==> config.mk <==
export PLATFORM = sky130hd
export DESIGN_NAME = theta_slice_stream
export DESIGN_NICKNAME = d
export VERILOG_FILES = /design/src/rtl/keccak_pkg.sv /design/src/rtl/theta_col_parity.sv /design/src/rtl/theta_slice_stream.sv
export SDC_FILE = /design/constraint.sdc
export NUM_CORES = 1
export LEC_CHECK = 0
export ABC_CLOCK_PERIOD_IN_PS = 2750
export CELL_PAD_IN_SITES_DETAIL_PLACEMENT = 2
export CELL_PAD_IN_SITES_GLOBAL_PLACEMENT = 2
export CORE_ASPECT_RATIO = 1.5
export CORE_MARGIN = 10
export CORE_UTILIZATION = 40
export CTS_BUF_LIST = sky130_fd_sc_hd__clkbuf_4 sky130_fd_sc_hd__clkbuf_8
export DETAILED_ROUTE_END_ITERATION = 8
export GPL_TIMING_DRIVEN = 0
export PLACE_DENSITY_LB_ADDON = 0.1
export SLEW_MARGIN = 10
export SYNTH_ARGS = -nofsm -noshare
export SYNTH_HDL_FRONTEND = slang
export SYNTH_SLANG_ARGS = --single-unit
==> constraint.sdc <==
create_clock -name clk -period 2.75 [get_ports clk]
set_input_delay 0.55 -clock clk [delete_from_list [all_inputs] [get_ports clk]]
set_output_delay 0.55 -clock clk [all_outputs]
set_load 0.02 [all_outputs]
==> src/rtl/keccak_pkg.sv <==
// Shared definitions for the Keccak slice-oriented datapath.
//   SLICE_W   : bits per 5x5 slice, bit index 5*y+x
//   COLS      : columns (x) per slice
//   idx()     : bit index of lane (x,y) inside a slice
//   theta_d() : theta column mix D[x] = c_cur[x-1] ^ c_prev[x+1]
//   expand()  : replicate a 5-bit column vector across all five rows
package keccak_pkg;

    localparam int unsigned SLICE_W = 25;
    localparam int unsigned COLS    = 5;
    localparam int unsigned ROWS    = 5;

    typedef enum logic [1:0] {
        S_FIRST,
        S_STREAM,
        S_FLUSH
    } theta_state_e;

    function automatic int unsigned idx(input int unsigned x, input int unsigned y);
        return COLS * y + x;
    endfunction

    // c_cur is the parity of slice z, c_prev the parity of slice z-1.
    function automatic logic [COLS-1:0] theta_d(input logic [COLS-1:0] c_cur,
                                                input logic [COLS-1:0] c_prev);
        logic [COLS-1:0] d;
        d = '0;
        for (int x = 0; x < COLS; x++) begin
            d[x] = c_cur[(x + COLS - 1) % COLS] ^ c_prev[(x + 1) % COLS];
        end
        return d;
    endfunction

    function automatic logic [SLICE_W-1:0] expand(input logic [COLS-1:0] d);
        logic [SLICE_W-1:0] s;
        s = '0;
        for (int y = 0; y < ROWS; y++) begin
            for (int x = 0; x < COLS; x++) begin
                s[idx(x, y)] = d[x];
            end
        end
        return s;
    endfunction

endpackage

==> src/rtl/theta_col_parity.sv <==
// Column parity of one Keccak slice: parity[x] = XOR over y of slice[5*y+x].
//   slice  : input 5x5 slice
//   parity : per-column XOR reduction
module theta_col_parity
    import keccak_pkg::*;
(
    input  logic [SLICE_W-1:0] slice,
    output logic [COLS-1:0]    parity
);

    always_comb begin
        parity = '0;
        for (int x = 0; x < COLS; x++) begin
            for (int y = 0; y < ROWS; y++) begin
                parity[x] = parity[x] ^ slice[idx(x, y)];
            end
        end
    end

endmodule

==> src/rtl/theta_slice_stream.sv <==
// Streaming Keccak theta stage, one 5x5 slice per handshake.
// Slice 0 of each frame is held back until the last slice has been seen, because
// its mix needs the parity of slice NUM_SLICES-1; output order is 1..NUM_SLICES-1, 0.
//   clk, rst_n                    : clock, asynchronous active-low reset
//   in_valid/in_ready/in_slice    : input slice stream
//   out_valid/out_ready/out_slice : theta-mixed output stream
//   out_idx                       : z index of out_slice
//   out_last                      : marks the z=0 beat that closes a frame
//   frame_done                    : pulse on the accepted out_last beat
module theta_slice_stream
    import keccak_pkg::*;
#(
    parameter int unsigned NUM_SLICES = 64,
    parameter int unsigned IDX_W      = 6
) (
    input  logic               clk,
    input  logic               rst_n,
    input  logic               in_valid,
    output logic               in_ready,
    input  logic [SLICE_W-1:0] in_slice,
    output logic               out_valid,
    input  logic               out_ready,
    output logic [SLICE_W-1:0] out_slice,
    output logic [IDX_W-1:0]   out_idx,
    output logic               out_last,
    output logic               frame_done
);

    localparam logic [IDX_W-1:0] LAST_Z = IDX_W'(NUM_SLICES - 1);

    theta_state_e       state_q, state_d;
    logic [IDX_W-1:0]   z_q, z_d;
    logic [SLICE_W-1:0] slice0_q, slice0_d;
    logic [COLS-1:0]    c0_q, c0_d;
    logic [COLS-1:0]    c_prev_q, c_prev_d;
    logic               out_valid_q, out_valid_d;
    logic [SLICE_W-1:0] out_slice_q, out_slice_d;
    logic [IDX_W-1:0]   out_idx_q, out_idx_d;
    logic               out_last_q, out_last_d;

    logic [COLS-1:0]    c_in;
    logic               slot_free;
    logic               in_fire;
    logic               out_fire;

    theta_col_parity u_parity_in (
        .slice  (in_slice),
        .parity (c_in)
    );

    // The output register can take a new value when empty or draining this cycle.
    assign slot_free  = !out_valid_q || out_ready;
    assign in_ready   = slot_free && (state_q != S_FLUSH);
    assign in_fire    = in_valid && in_ready;
    assign out_fire   = out_valid_q && out_ready;
    assign frame_done = out_fire && out_last_q;

    assign out_valid  = out_valid_q;
    assign out_slice  = out_slice_q;
    assign out_idx    = out_idx_q;
    assign out_last   = out_last_q;

    always_comb begin
        state_d     = state_q;
        z_d         = z_q;
        slice0_d    = slice0_q;
        c0_d        = c0_q;
        c_prev_d    = c_prev_q;
        out_valid_d = out_valid_q;
        out_slice_d = out_slice_q;
        out_idx_d   = out_idx_q;
        out_last_d  = out_last_q;

        if (out_fire) begin
            out_valid_d = 1'b0;
        end

        case (state_q)
            S_FIRST: begin
                if (in_fire) begin
                    slice0_d = in_slice;
                    c0_d     = c_in;
                    c_prev_d = c_in;
                    z_d      = IDX_W'(1);
                    state_d  = S_STREAM;
                end
            end
            S_STREAM: begin
                if (in_fire) begin
                    out_slice_d = in_slice ^ expand(theta_d(c_in, c_prev_q));
                    out_idx_d   = z_q;
                    out_last_d  = 1'b0;
                    out_valid_d = 1'b1;
                    c_prev_d    = c_in;
                    z_d         = z_q + IDX_W'(1);
                    if (z_q == LAST_Z) begin
                        state_d = S_FLUSH;
                    end
                end
            end
            S_FLUSH: begin
                // c_prev_q now holds the parity of slice NUM_SLICES-1.
                if (slot_free) begin
                    out_slice_d = slice0_q ^ expand(theta_d(c0_q, c_prev_q));
                    out_idx_d   = '0;
                    out_last_d  = 1'b1;
                    out_valid_d = 1'b1;
                    z_d         = '0;
                    state_d     = S_FIRST;
                end
            end
            default: begin
                state_d = S_FIRST;
            end
        endcase
    end

    always_ff @(posedge clk or negedge rst_n) begin
        if (!rst_n) begin
            state_q     <= S_FIRST;
            z_q         <= '0;
            slice0_q    <= '0;
            c0_q        <= '0;
            c_prev_q    <= '0;
            out_valid_q <= 1'b0;
            out_slice_q <= '0;
            out_idx_q   <= '0;
            out_last_q  <= 1'b0;
        end else begin
            state_q     <= state_d;
            z_q         <= z_d;
            slice0_q    <= slice0_d;
            c0_q        <= c0_d;
            c_prev_q    <= c_prev_d;
            out_valid_q <= out_valid_d;
            out_slice_q <= out_slice_d;
            out_idx_q   <= out_idx_d;
            out_last_q  <= out_last_d;
        end
    end

endmodule

### Word level (Yosys, flattened, before mapping)

Index checks and enable logic that the tools add are counted.

| word-level totals | value |
|---|---|
| register bits | 76 |

| cells by class | value |
|---|---|
| mux-type cells | 21 |
| add/sub/neg operators | 1 |
| equal/unequal tests | 8 |
| bitwise operators | 32 |
| reduce and logical (&&, ||, !) cells | 15 |

Operators with widths:

| cell | number |
|---|---|
| 25-bit two-way mux | 2 |
| 25-bit case mux with 2 select lines | 1 |
| 25-bit bitwise XOR | 2 |
| 1-bit bitwise XOR | 30 |
| 6-bit two-way mux | 4 |
| 6-bit case mux with 3 select lines | 1 |
| 6-bit case mux with 2 select lines | 1 |
| 2-bit != test (second input constant) | 5 |
| 2-bit two-way mux | 4 |
| 4-bit AND reduction | 2 |
| 6-bit by 1-bit adder with 6-bit output (second input constant) | 1 |
| 6-bit equality test (second input constant) | 1 |
| 2-bit case mux with 3 select lines | 1 |
| 1-bit two-way mux | 5 |
| 1-bit logical AND | 4 |
| 1-bit case mux with 2 select lines | 2 |
| 2-bit AND reduction | 2 |
| 3-bit AND reduction | 1 |
| 3-bit nonzero test | 1 |
| 2-bit by 1-bit equality test with 1-bit output (second input constant) | 1 |
| 2-bit equality test (second input constant) | 1 |
| 2-bit zero test | 1 |
| 2-bit nonzero test | 1 |
| 2-bit OR reduction | 1 |
| other kinds (2) | 2 |

### Longest topological paths before layout

| logic depth | value |
|---|---|
| depth after elaboration | 8 |
| depth in mapped cells | 8 |
| depth with buffers taken out | 7 |

### By module

A second synthesis with hierarchy kept.

| second synthesis, totals | value |
|---|---|
| cells, all modules | 374 |
| area, all modules | 4,255.3 sq um |

Modules (own cells, without submodules):

| module | seq. area each (sq um) | area an instance (sq um) | instances | cells an instance |
|---|---|---|---|---|
| theta_slice_stream | 1,901.8 | 4,055.1 | 1 | 359 |
| theta_col_parity | 0.0 | 200.2 | 1 | 15 |

### Worst setup path before layout

OpenSTA, ideal clock, no wires.

| path | value |
|---|---|
| path kind | flip-flop to flip-flop |
| from | register state_q[0] |
| to | register c_prev_q[0] |
| setup time | 125 ps |
| cell stages (with the launch flop) | 7 |
| data arrival time | 1,831 ps |
| clock period less this slack | 1,956 ps |
| required time | 2,625 ps |
| path slack | 794 ps |
| cell sequence | dfrtp_1 -> inv_1 -> ha_1 -> nor2_1 -> nand2_1 -> nor2_1 -> mux2_2 |

| between the ends | value |
|---|---|
| longest elaborated chain between the ends | 4 |

Ends and longest elaborated chain:

| item | RTL line | text |
|---|---|---|
| start: declaration | theta_slice_stream.sv:31 | `theta_state_e state_q, state_d;` |
| start signal: assignment | theta_slice_stream.sv:130 | `state_q <= state_d;` |
| 2-bit != test | theta_slice_stream.sv:53 | `assign in_ready = slot_free && (state_q != S_FLUSH);` |
| 1-bit logical AND | theta_slice_stream.sv:53 |  |
| net in_ready | theta_slice_stream.sv:19 | `output logic in_ready,` |
| 1-bit logical AND | theta_slice_stream.sv:54 | `assign in_fire = in_valid && in_ready;` |
| 2-bit AND reduction (no source line) | -- |  |
| end signal: assignment | theta_slice_stream.sv:134 | `c_prev_q <= c_prev_d;` |
| end: declaration | theta_slice_stream.sv:35 | `logic [COLS-1:0] c_prev_q, c_prev_d;` |

The timed path passes the listed nets, and every way through them passes these cells.
A chain may end at the register's enable or synchronous reset.

### Final worst setup path

| path | value |
|---|---|
| from | input in_valid |
| to | register out_idx_q[4] (netlist: out_idx[4]) |

| between the ends | value |
|---|---|
| longest elaborated chain between the ends | 3 |

Ends and longest elaborated chain:

| item | RTL line | text |
|---|---|---|
| start: declaration | theta_slice_stream.sv:18 | `input logic in_valid,` |
| 1-bit logical AND | theta_slice_stream.sv:54 |  |
| 2-bit != test (no source line) | -- |  |
| 3-bit AND reduction (no source line) | -- |  |
| end signal: assignment | theta_slice_stream.sv:137 | `out_idx_q <= out_idx_d;` |
| end: declaration | theta_slice_stream.sv:38 | `logic [IDX_W-1:0] out_idx_q, out_idx_d;` |

No other way between the ends.

==> metrics.csv <==
stage,metric,value,unit
status,status,finished clean,
detailed_routing,routed-via-count,3784,
power_and_ir_drop,power,6.32,mW
yosys,avgSynthCellArea,10.3,sq um
critical_path,path_delay_family,buffers and inverters,
clocking,clockRootBuffer,clkbuf_8,
critical_path,slowest_stage,clkbuf_1,
clocking,numCtsBuffers,9,
critical_path,crit_chain,clkdlybuf4s50_1 -> and3b_1 -> o21ai_2 -> clkbuf_1 -> buf_2 -> nand2_1 -> o21ai_1,
critical_path,critPathBufInv,3,
floorplanning,num_rows,48,
clocking,cts_tree,done,
grt,grt_max_degree,42,
critical_path,worstPathRequired,3.02,ns
timing,finalCriticalPeriod,2.59,ns
floorplanning,coreArea,11500,sq um
yosys,synth.most_common_cell,dfrtp_1,
critical_path,crit_arrival,2.86,ns
clocking,insertion_delay,0.36,ns
final_layout,layout-drive-gt1-share,14.5,%
power_and_ir_drop,powerDensity,1120,nW/um^2
yosys,synthesis.area,4670,sq um
critical_path,r2r_start,state_q[0]$_DFFE_PN0P_,
detailed_routing,drcViolationCount,0,
final_layout,n_antenna_cell,0,
detailed_routing,viasPerCell,5.62,
power_and_ir_drop,leakagePower,2.33,nW
place,detailed_place_hpwl,11100,um
timing,rsz0062_at_grt,false,
floorplanning,die_width,108,um
grt,grt-ovfl-total,0,
detailed_routing,drt_iter0_drc,108,
yosys,synthTopCellsByCount,"dfrtp_1 (76), nand2_1 (36), xor2_1 (36), mux2_2 (29), a21oi_1 (28)",
timing,drv_slew,0,
critical_path,critPathKind,input port to flop,
final_layout,finalNetCount,551,
yosys,yosys.area.top_type_share,40.8,%
critical_path,start_kind,input port,
grt,antenna_found_initial,0,
clocking,cts_max_path_buffers,2,
floorplanning,fp.dieArea,16500,sq um
clocking,postCtsHoldBufs,0,
yosys,synth_top_flop_cell,dfrtp_1,
critical_path,r2r_slack,0.18,ns
clocking,cts_max_level,3,
grt,grt_use_total,18.8,%
power_and_ir_drop,ir_drop,0.476,mV
yosys,synth-edff-count,0,
critical_path,r2r_end,out_slice[23]$_DFFE_PN0P_,
clocking,clock_sinks,76,
timing,worstMarginPinSlew,0.811,ns
timing,setup_viol,0,
floorplanning,ioPinCount,64,
detailed_routing,wl_per_cell,22.6,um
timing,skew,0.0140,ns
grt,grt_pass1_vias,4377,
critical_path,crit_path_max_incr_delay,0.61,ns
place,place.gp.congestion,0.810,
final_layout,area_growth,21.1,%
yosys,synth_fp_nets,484,
yosys,synth_seq_cells,76,
grt,grt_pass1_wl,24400,um
run,cap_viol_max_count,0,
yosys,yosys.cell_types.count,54,
place,dp.cells,657,
critical_path,path_max_fanout,10,
yosys,synth_seq_area_share,40.8,%
detailed_routing,routed_wl,15200,um
floorplanning,start_util,40.7,%
timing,max_freq,387,MHz
yosys,synth.area.top_cells,"dfrtp_1 (41%), mux2_2 (7.0%), xor2_1 (6.8%)",
timing,relSlewSlack,45.3,%
yosys,synth_warnings,0,
timing,hold_violations,0,
floorplanning,die_h,152,um
critical_path,cp-end-kind,flop,
final_layout,instances_no_fill,673,
critical_path,r2r_cells,8,
place,port_buffers,55,
detailed_routing,antenna_left,0,
yosys,syn_inst,451,
detailed_routing,dr.pass1.iters,4,
yosys,yosysTopAreaCell,dfrtp_1,
final_layout,fin_util,49.2,%
clocking,path_clk_slew,0.09,ns
yosys,synthArstFlopShare,100,%
timing,finalCritPeriodShare,94.0,%
worst_hold_path,worst_hold_path_type,input port to async pin,
-- where the power goes --
group | switching [mW] | leakage (nW) | total [mW] | internal, mW
sequential | 0.364 | 0.914 | 1.97 | 1.61
clock | 0.437 | 0.113 | 0.993 | 0.556
combinational | 1.85 | 1.31 | 3.35 | 1.50
total | 2.66 | 2.33 | 6.32 | 3.67
-- state kept, by name, indices dropped and copies added (netlist names) --
register   flops
c_prev_q       5
out_last       1
c0_q           5
out_idx        6
out_valid      1
out_slice     25
slice0_q      25
z_q            6
state_q        2
-- layout by cell type, fill, tap and decap left out, types with 12 or more instances in the layout --
| cell | instances |
|---|---|
| a21oi_1 | 28 |
| a221oi_1 | 15 |
| clkbuf_1 | 15 |
| clkdlybuf4s50_1 | 54 |
| dfrtp_1 | 76 |
| mux2_2 | 29 |
| mux2i_1 | 13 |
| nand2_1 | 36 |
| nand2b_1 | 17 |
| nor2_1 | 23 |
| o21ai_0 | 12 |
| o21ai_1 | 16 |
| xnor2_1 | 15 |
| xor2_1 | 36 |
-- worst max path at each step --
stage,from,end,slack (ns),depth (start not counted)
floorplan,state_q[0]$_DFFE_PN0P_,c_prev_q[0]$_DFFE_PN0P_,0.79,6
global placement,rst_n,slice0_q[0]$_DFFE_PN0P_,-1.71,1
detailed placement,in_valid,out_idx[4]$_DFFE_PN0P_,-0.19,7
CTS,in_valid,out_idx[4]$_DFFE_PN0P_,0.16,7
global route,state_q[0]$_DFFE_PN0P_,out_idx[4]$_DFFE_PN0P_,0.01,8
finish,in_valid,out_idx[4]$_DFFE_PN0P_,0.16,7
-- layer usage --
layer,share of wire (%),track usage (%),vias up
met5,0,0,-
met4,2.1,6.45,0
met3,3.0,3.05,21
met2,54,33.1,64
met1,41,22.0,1952
li1,-,-,1747
-- through the flow --
step	hold WS (ns)	setup WS [ns]	TNS [ns]	cell area, sq um
finish	0.148	0.165	0	5650
global route	0.166	0.0121	0	5650
CTS	0.154	0.156	0	5650
detailed placement	0.482	-0.189	-1.66	5420
global placement	0.466	-1.71	-130.17	5400
floorplan	0.254	0.794	0	4670
-- what timing repair did --
item,in CTS,in global routing
setup buffers,0,0
endpoints found under the setup margin,0,3
gates resized for setup,0,4
-- final cells by class --
class                           count  area (sq um)
Sequential cell                    76          1900
Fill cell                        1208          5820
Clock buffer                       12           153
Tap cell                          150           188
Inverter                            5          18.8
Clock inverter                      4          72.6
Timing Repair Buffer               56           568
Multi-Input combinational cell    340          2610
Buffer                             30           143
-- cell families (layout without fill, tap and decap cells) --
family	count (synthesis)	after routing	synth area share [%]
AND/OR/NAND/NOR	119	119	13.7
AO/OA/AOI/OAI	110	110	15.6
flip-flops	76	76	40.8
XOR/XNOR	65	65	15.7
multiplexers	42	42	9.79
buffers and inverters	35	107	3.41
adder cells (fa/ha/maj)	4	4	1.07
No activity file was read; power rests on OpenSTA's default activity.
